`src/rtl/hsc_tdc_pkg.sv`:
```
// Shared FSM state encoding and width helpers for the TDC averaging block.
package hsc_tdc_pkg;

    typedef enum logic [1:0] {
        IDLE  = 2'd0,
        ACCUM = 2'd1,
        DRAIN = 2'd2,
        DONE  = 2'd3
    } state_t;

    function automatic int hw_width(input int taps);
        return $clog2(taps + 1);
    endfunction

    function automatic int acc_width(input int taps, input int log2_n);
        return hw_width(taps) + log2_n;
    endfunction

    function automatic int sel_width(input int nch);
        return (nch > 1) ? $clog2(nch) : 1;
    endfunction

endpackage

```
`src/rtl/hsc_popcount.sv`:
```
// Combinational Hamming weight of a W-bit vector; zero latency, no flow control.
module hsc_popcount #(
    parameter int W  = 64,
    parameter int OW = $clog2(W + 1)
) (
    input  logic [W-1:0]  vec,
    output logic [OW-1:0] cnt
);

    always_comb begin
        cnt = '0;
        for (int i = 0; i < W; i++) begin
            cnt = cnt + OW'(vec[i]);
        end
    end

endmodule

```
`src/rtl/hsc_tdc_avg.sv`:
```
// TDC thermometer-code weight: 2-cycle stream pipeline, or 2^LOG2_N-sample average run.
// No backpressure: every val_in is taken; samples arriving outside an accumulating run are not summed.
module hsc_tdc_avg
    import hsc_tdc_pkg::*;
#(
    parameter int TAPS   = 64,
    parameter int NCH    = 2,
    parameter int LOG2_N = 4,
    localparam int HW_W  = hw_width(TAPS),
    localparam int ACC_W = acc_width(TAPS, LOG2_N),
    localparam int SEL_W = sel_width(NCH)
) (
    input  logic                clk_launch,
    input  logic                rst_n,
    input  logic [NCH*TAPS-1:0] taps_in,
    input  logic                val_in,
    input  logic [SEL_W-1:0]    ch_sel,
    input  logic                mode,
    input  logic                start,
    output logic [HW_W-1:0]     hw,
    output logic                val_out,
    output logic [HW_W-1:0]     hw_min,
    output logic [HW_W-1:0]     hw_max,
    output logic [ACC_W-1:0]    acc,
    output logic                busy,
    output logic                done
);

    state_t            state;
    logic [SEL_W-1:0]  ch_run;
    logic [SEL_W-1:0]  chan;
    logic [TAPS-1:0]   sel_taps;
    logic [TAPS-1:0]   tap_r;
    logic              s1;
    logic              a1;
    logic              a2;
    logic [HW_W-1:0]   weight;
    logic [HW_W-1:0]   w_r;
    logic [LOG2_N-1:0] cnt;
    logic              drain;

    // Run channel is frozen at start; out-of-range selects fall back to channel 0.
    assign chan = busy ? ch_run : ch_sel;

    always_comb begin
        sel_taps = taps_in[0 +: TAPS];
        for (int c = 1; c < NCH; c++) begin
            if (chan == SEL_W'(c)) begin
                sel_taps = taps_in[c*TAPS +: TAPS];
            end
        end
    end

    hsc_popcount #(.W(TAPS), .OW(HW_W)) u_popcount (
        .vec (tap_r),
        .cnt (weight)
    );

    assign hw = (state == DONE) ? acc[ACC_W-1:LOG2_N] : w_r;

    always_ff @(posedge clk_launch) begin
        if (!rst_n) begin
            state   <= IDLE;
            ch_run  <= '0;
            tap_r   <= '0;
            s1      <= 1'b0;
            a1      <= 1'b0;
            a2      <= 1'b0;
            w_r     <= '0;
            val_out <= 1'b0;
            cnt     <= '0;
            drain   <= 1'b0;
            acc     <= '0;
            hw_min  <= HW_W'(TAPS);
            hw_max  <= '0;
            busy    <= 1'b0;
            done    <= 1'b0;
        end else begin
            if (val_in) begin
                tap_r <= sel_taps;
            end
            s1 <= val_in && !mode;
            a1 <= val_in && mode && (state == ACCUM);
            if (s1 || a1) begin
                w_r <= weight;
            end
            val_out <= s1;
            a2      <= a1;

            // Weights still in flight during DRAIN are summed before DONE is reached.
            if (a2 && busy && mode) begin
                acc <= acc + ACC_W'(w_r);
                if (w_r < hw_min) hw_min <= w_r;
                if (w_r > hw_max) hw_max <= w_r;
            end

            case (state)
                IDLE, DONE: begin
                    if (mode && start) begin
                        state  <= ACCUM;
                        busy   <= 1'b1;
                        done   <= 1'b0;
                        ch_run <= ch_sel;
                        acc    <= '0;
                        cnt    <= '0;
                        hw_min <= HW_W'(TAPS);
                        hw_max <= '0;
                    end
                end
                ACCUM: begin
                    if (!mode) begin
                        state <= IDLE;
                        busy  <= 1'b0;
                        done  <= 1'b0;
                    end else if (val_in) begin
                        cnt <= cnt + 1'b1;
                        if (&cnt) begin
                            state <= DRAIN;
                            drain <= 1'b0;
                        end
                    end
                end
                DRAIN: begin
                    if (!mode) begin
                        state <= IDLE;
                        busy  <= 1'b0;
                        done  <= 1'b0;
                    end else if (drain) begin
                        state <= DONE;
                        busy  <= 1'b0;
                        done  <= 1'b1;
                    end else begin
                        drain <= 1'b1;
                    end
                end
                default: state <= IDLE;
            endcase
        end
    end

endmodule

```
`config.mk`:
```
export PLATFORM = sky130hd
export DESIGN_NAME = hsc_tdc_avg
export DESIGN_NICKNAME = d
export VERILOG_FILES = /design/src/rtl/hsc_tdc_pkg.sv /design/src/rtl/hsc_popcount.sv /design/src/rtl/hsc_tdc_avg.sv
export SDC_FILE = /design/constraint.sdc
export NUM_CORES = 1
export LEC_CHECK = 0
export CAP_MARGIN = 10
export CELL_PAD_IN_SITES_DETAIL_PLACEMENT = 0
export CELL_PAD_IN_SITES_GLOBAL_PLACEMENT = 1
export CORE_ASPECT_RATIO = 1.2
export CORE_MARGIN = 2
export CORE_UTILIZATION = 38
export CTS_CLUSTER_SIZE = 8
export DETAILED_ROUTE_END_ITERATION = 8
export PLACE_DENSITY_LB_ADDON = 0.08
export SETUP_SLACK_MARGIN = 0.15
export SLEW_MARGIN = 5
export SYNTH_ARGS = -nofsm -noshare
export SYNTH_HDL_FRONTEND = slang
export SYNTH_SLANG_ARGS = --single-unit
```
`constraint.sdc`:
```
create_clock -name clk_launch -period 7.06 [get_ports clk_launch]
set_clock_uncertainty 0.15 [all_clocks]
set_input_delay 1.412 -clock clk_launch [delete_from_list [all_inputs] [get_ports clk_launch]]
set_output_delay 1.412 -clock clk_launch [all_outputs]
set_load 0.01 [all_outputs]
```
==> flow_summary.json <==
{
  "status": "complete, no violations",
  "crit_top_cell": "fa_1",
  "nNetsFinal": 1133,
  "route.detailed.drc": 0,
  "hpwl_mm": 12.7,
  "syn_inst": 763,
  "layout-drive-gt1-share": 0.0364,
  "start_kind": "flip-flop",
  "die_y_um": 155,
  "syn_nets": 992,
  "rows": 55,
  "core_um2": 18700,
  "gp_congestion": 0.803,
  "final_common_cell": "clkdlybuf4s50_1",
  "final_util": 0.492,
  "tns_ps": 0,
  "detail_route.first_pass.iterations": 4,
  "die_area_um2": 20000,
  "cts_tree": "yes",
  "required_ps": 7180,
  "yosys_warnings": 0,
  "antenna_found_initial": 0,
  "post-cts-setup-buffers": 0,
  "path_cells": "ha_1 -> inv_1 -> fa_1 -> inv_1 -> fa_1 -> fa_1 -> fa_1 -> fa_1 -> fa_1 -> inv_1 -> fa_1 -> fa_1 -> fa_1 -> fa_1 -> nor2b_1 -> o21ai_0 -> nand2b_1 -> a2111oi_0 -> nor4_1",
  "synth_top_flop_cell": "dfxtp_1",
  "synth.avg_cell_area_um2": 9.40,
  "critPathKind": "flip-flop to flip-flop",
  "peakVddDrop_v": 0.000552,
  "post_cts_resized": 0,
  "relSlewSlack": 0.307,
  "first_iter_violations": 159,
  "critical_path_arrival_ps": 6470,
  "p_per_area_nw_per_um2": 392,
  "cp_slowest_cell": "fa_1",
  "num_antenna_cells": 0,
  "overflow": 0,
  "synth.distinct_cells": 49,
  "port_buffers": 168,
  "routed-via-count": 5585,
  "slew_violations": 0,
  "grt_pass1_vias": 5666,
  "vias_per_cell": 4.80,
  "h-tree-depth": 3,
  "numCtsBuffers": 9,
  "wl_per_cell_um": 13.8,
  "ctsHoldBuffers": 0,
  "ys_ff_latch": 110,
  "clk_pin_slew_ps": 70,
  "min_path_type": "flip-flop to flip-flop",
  "grtUsageTotal": 0.167,
  "power.leakage_nw": 3.98,
  "layout_common_cells": "167 x clkdlybuf4s50_1, 114 x inv_1, 110 x dfxtp_1",
  "cp-end-kind": "flip-flop",
  "synth_edf_count": 0,
  "cap_violations": 0,
  "slowest_delay_ps": 540,
  "syn_to_final_growth_pct": 28.4,
  "hold_violations": 0,
  "regArea_um2": 2200,
  "fin_crit_sh": 0.901,
  "start_util": 0.383,
  "multi_input_area_um2": 4280,
  "synthArstFlopShare": 0,
  "synth_area_um2": 7180,
  "placed_cells": 1149,
  "grt_start_max_net_pins": 114,
  "ys_seq_area_frac": 0.307,
  "cts_root_buf": "clkbuf_16",
  "rsz0062_at_grt": "false",
  "setup_violations": 0,
  "max_freq_mhz": 157,
  "final.fill_count": 1799,
  "pin_count": 169,
  "drtAntennaViolNets": 0,
  "clock_latency_ps": 360,
  "final_cells": 1163,
  "critPathMaxFanout": 2,
  "cts_buffer_depth": 2,
  "cts.sinks": 110,
  "worstMarginPinSlew_ps": 1040,
  "fin_crit_ps": 6360,
  "grt_pass1_wl_mm": 26.7,
  "die_width_um": 129,
  "wirelength_mm": 16.0
}
==> critical path, delay by kind of cell (launching register included) <==
family	cells	cell delay, ps
compound gates	2	190
flops	1	320
simple gates	3	540
buf+inv	3	130
fa+ha+maj	11	4930
==> kinds of logic after synthesis <==
group / count (synthesis) / share of synthesized area
muxes: 82 / 0.116
DFF: 110 / 0.307
buffers and inverters: 156 / 0.0989
and+or+nand+nor: 170 / 0.105
AOI/OAI and AO/OA: 140 / 0.139
xor gates and xnor gates: 10 / 0.0122
adders and majority gates: 95 / 0.223
==> state kept, by name, indices dropped and copies added (netlist names), 2 cells and up <==
register  cells
acc          11
tap_r        64
state         2
cnt           4
hw_min        7
w_r           7
hw_max        7
==> synth_stat cells, types with 2 or more instances <==
cell type    n  share of area
mux2i_1     75           0.10
a21oi_1     21          0.015
and2_1       3         0.0026
buf_6        2         0.0031
and3_1       3         0.0026
nand2b_1     5         0.0044
o21ai_0     13         0.0091
buf_12       6          0.017
a211oi_1    73          0.076
dfxtp_1    110           0.31
inv_1      115          0.060
buf_2        6         0.0042
o21ai_1      4         0.0028
a21o_1       5         0.0052
nor2b_1      3         0.0026
o211ai_1     5         0.0052
nor3_1       3         0.0021
nor4_1       2         0.0017
xor2_1       6         0.0073
mux2_2       6         0.0094
nand3_1     16          0.011
nand4b_1     2         0.0024
nor2_1      86          0.045
nand3b_1     2         0.0021
ha_1        40          0.070
nand2_1     36          0.019
o21ai_2      2         0.0024
xnor2_1      4         0.0049
o31ai_1      5         0.0052
fa_1        55           0.15
a31oi_1      3         0.0026
clkbuf_1    26          0.014
nand4_1      4         0.0035
==> layout make-up <==
| cell class | instances | area share |
|---|---|---|
| flip-flops and latches | 110 | 0.239 |
| clock inverters | 4 | 0.00543 |
| clock buffers | 10 | 0.0249 |
| multi-input cells | 497 | 0.464 |
| well taps | 256 | 0.0348 |
| repair buffers | 171 | 0.185 |
| inverters | 115 | 0.0469 |
==> worst paths after layout <==
check	start	to	slack, ps	depth (start not counted)
setup / recovery	tap_r[0]	w_r[6]	700	19
hold reg to reg	hw_max[1]	hw_max[1]	330	2
setup reg to reg	tap_r[0]	w_r[6]	700	19
hold / removal	hw_max[1]	hw_max[1]	330	2
==> power breakdown <==
group | internal, W | leakage, nW | switching (W) | total [W]
sequential | 0.000667 | 0.905 | 0.0000514 | 0.000718
combinational | 0.00115 | 2.95 | 0.00124 | 0.00239
clock | 0.000271 | 0.130 | 0.000228 | 0.000499
==> per-layer routing <==
metal,GRT usage,part of all wire
met5,0,0
met4,0.0507,0.020
met3,0.0311,0.032
met2,0.306,0.53
met1,0.194,0.42
==> per-stage QoR <==
stage | instance area, µm² | setup WS (ps) | hold WS, ps | power (W)
2_1_floorplan | 7180 | 911 | 295 | 0.00265
3_3_place_gp | 8930 | 751 | 313 | 0.00309
3_5_place_dp | 8930 | 649 | 321 | 0.00316
4_1_cts | 9210 | 644 | 331 | 0.00368
5_1_grt | 9210 | 361 | 348 | 0.00407
6_report | 9210 | 700 | 329 | 0.00361
(Power assumes the default switching activity.)
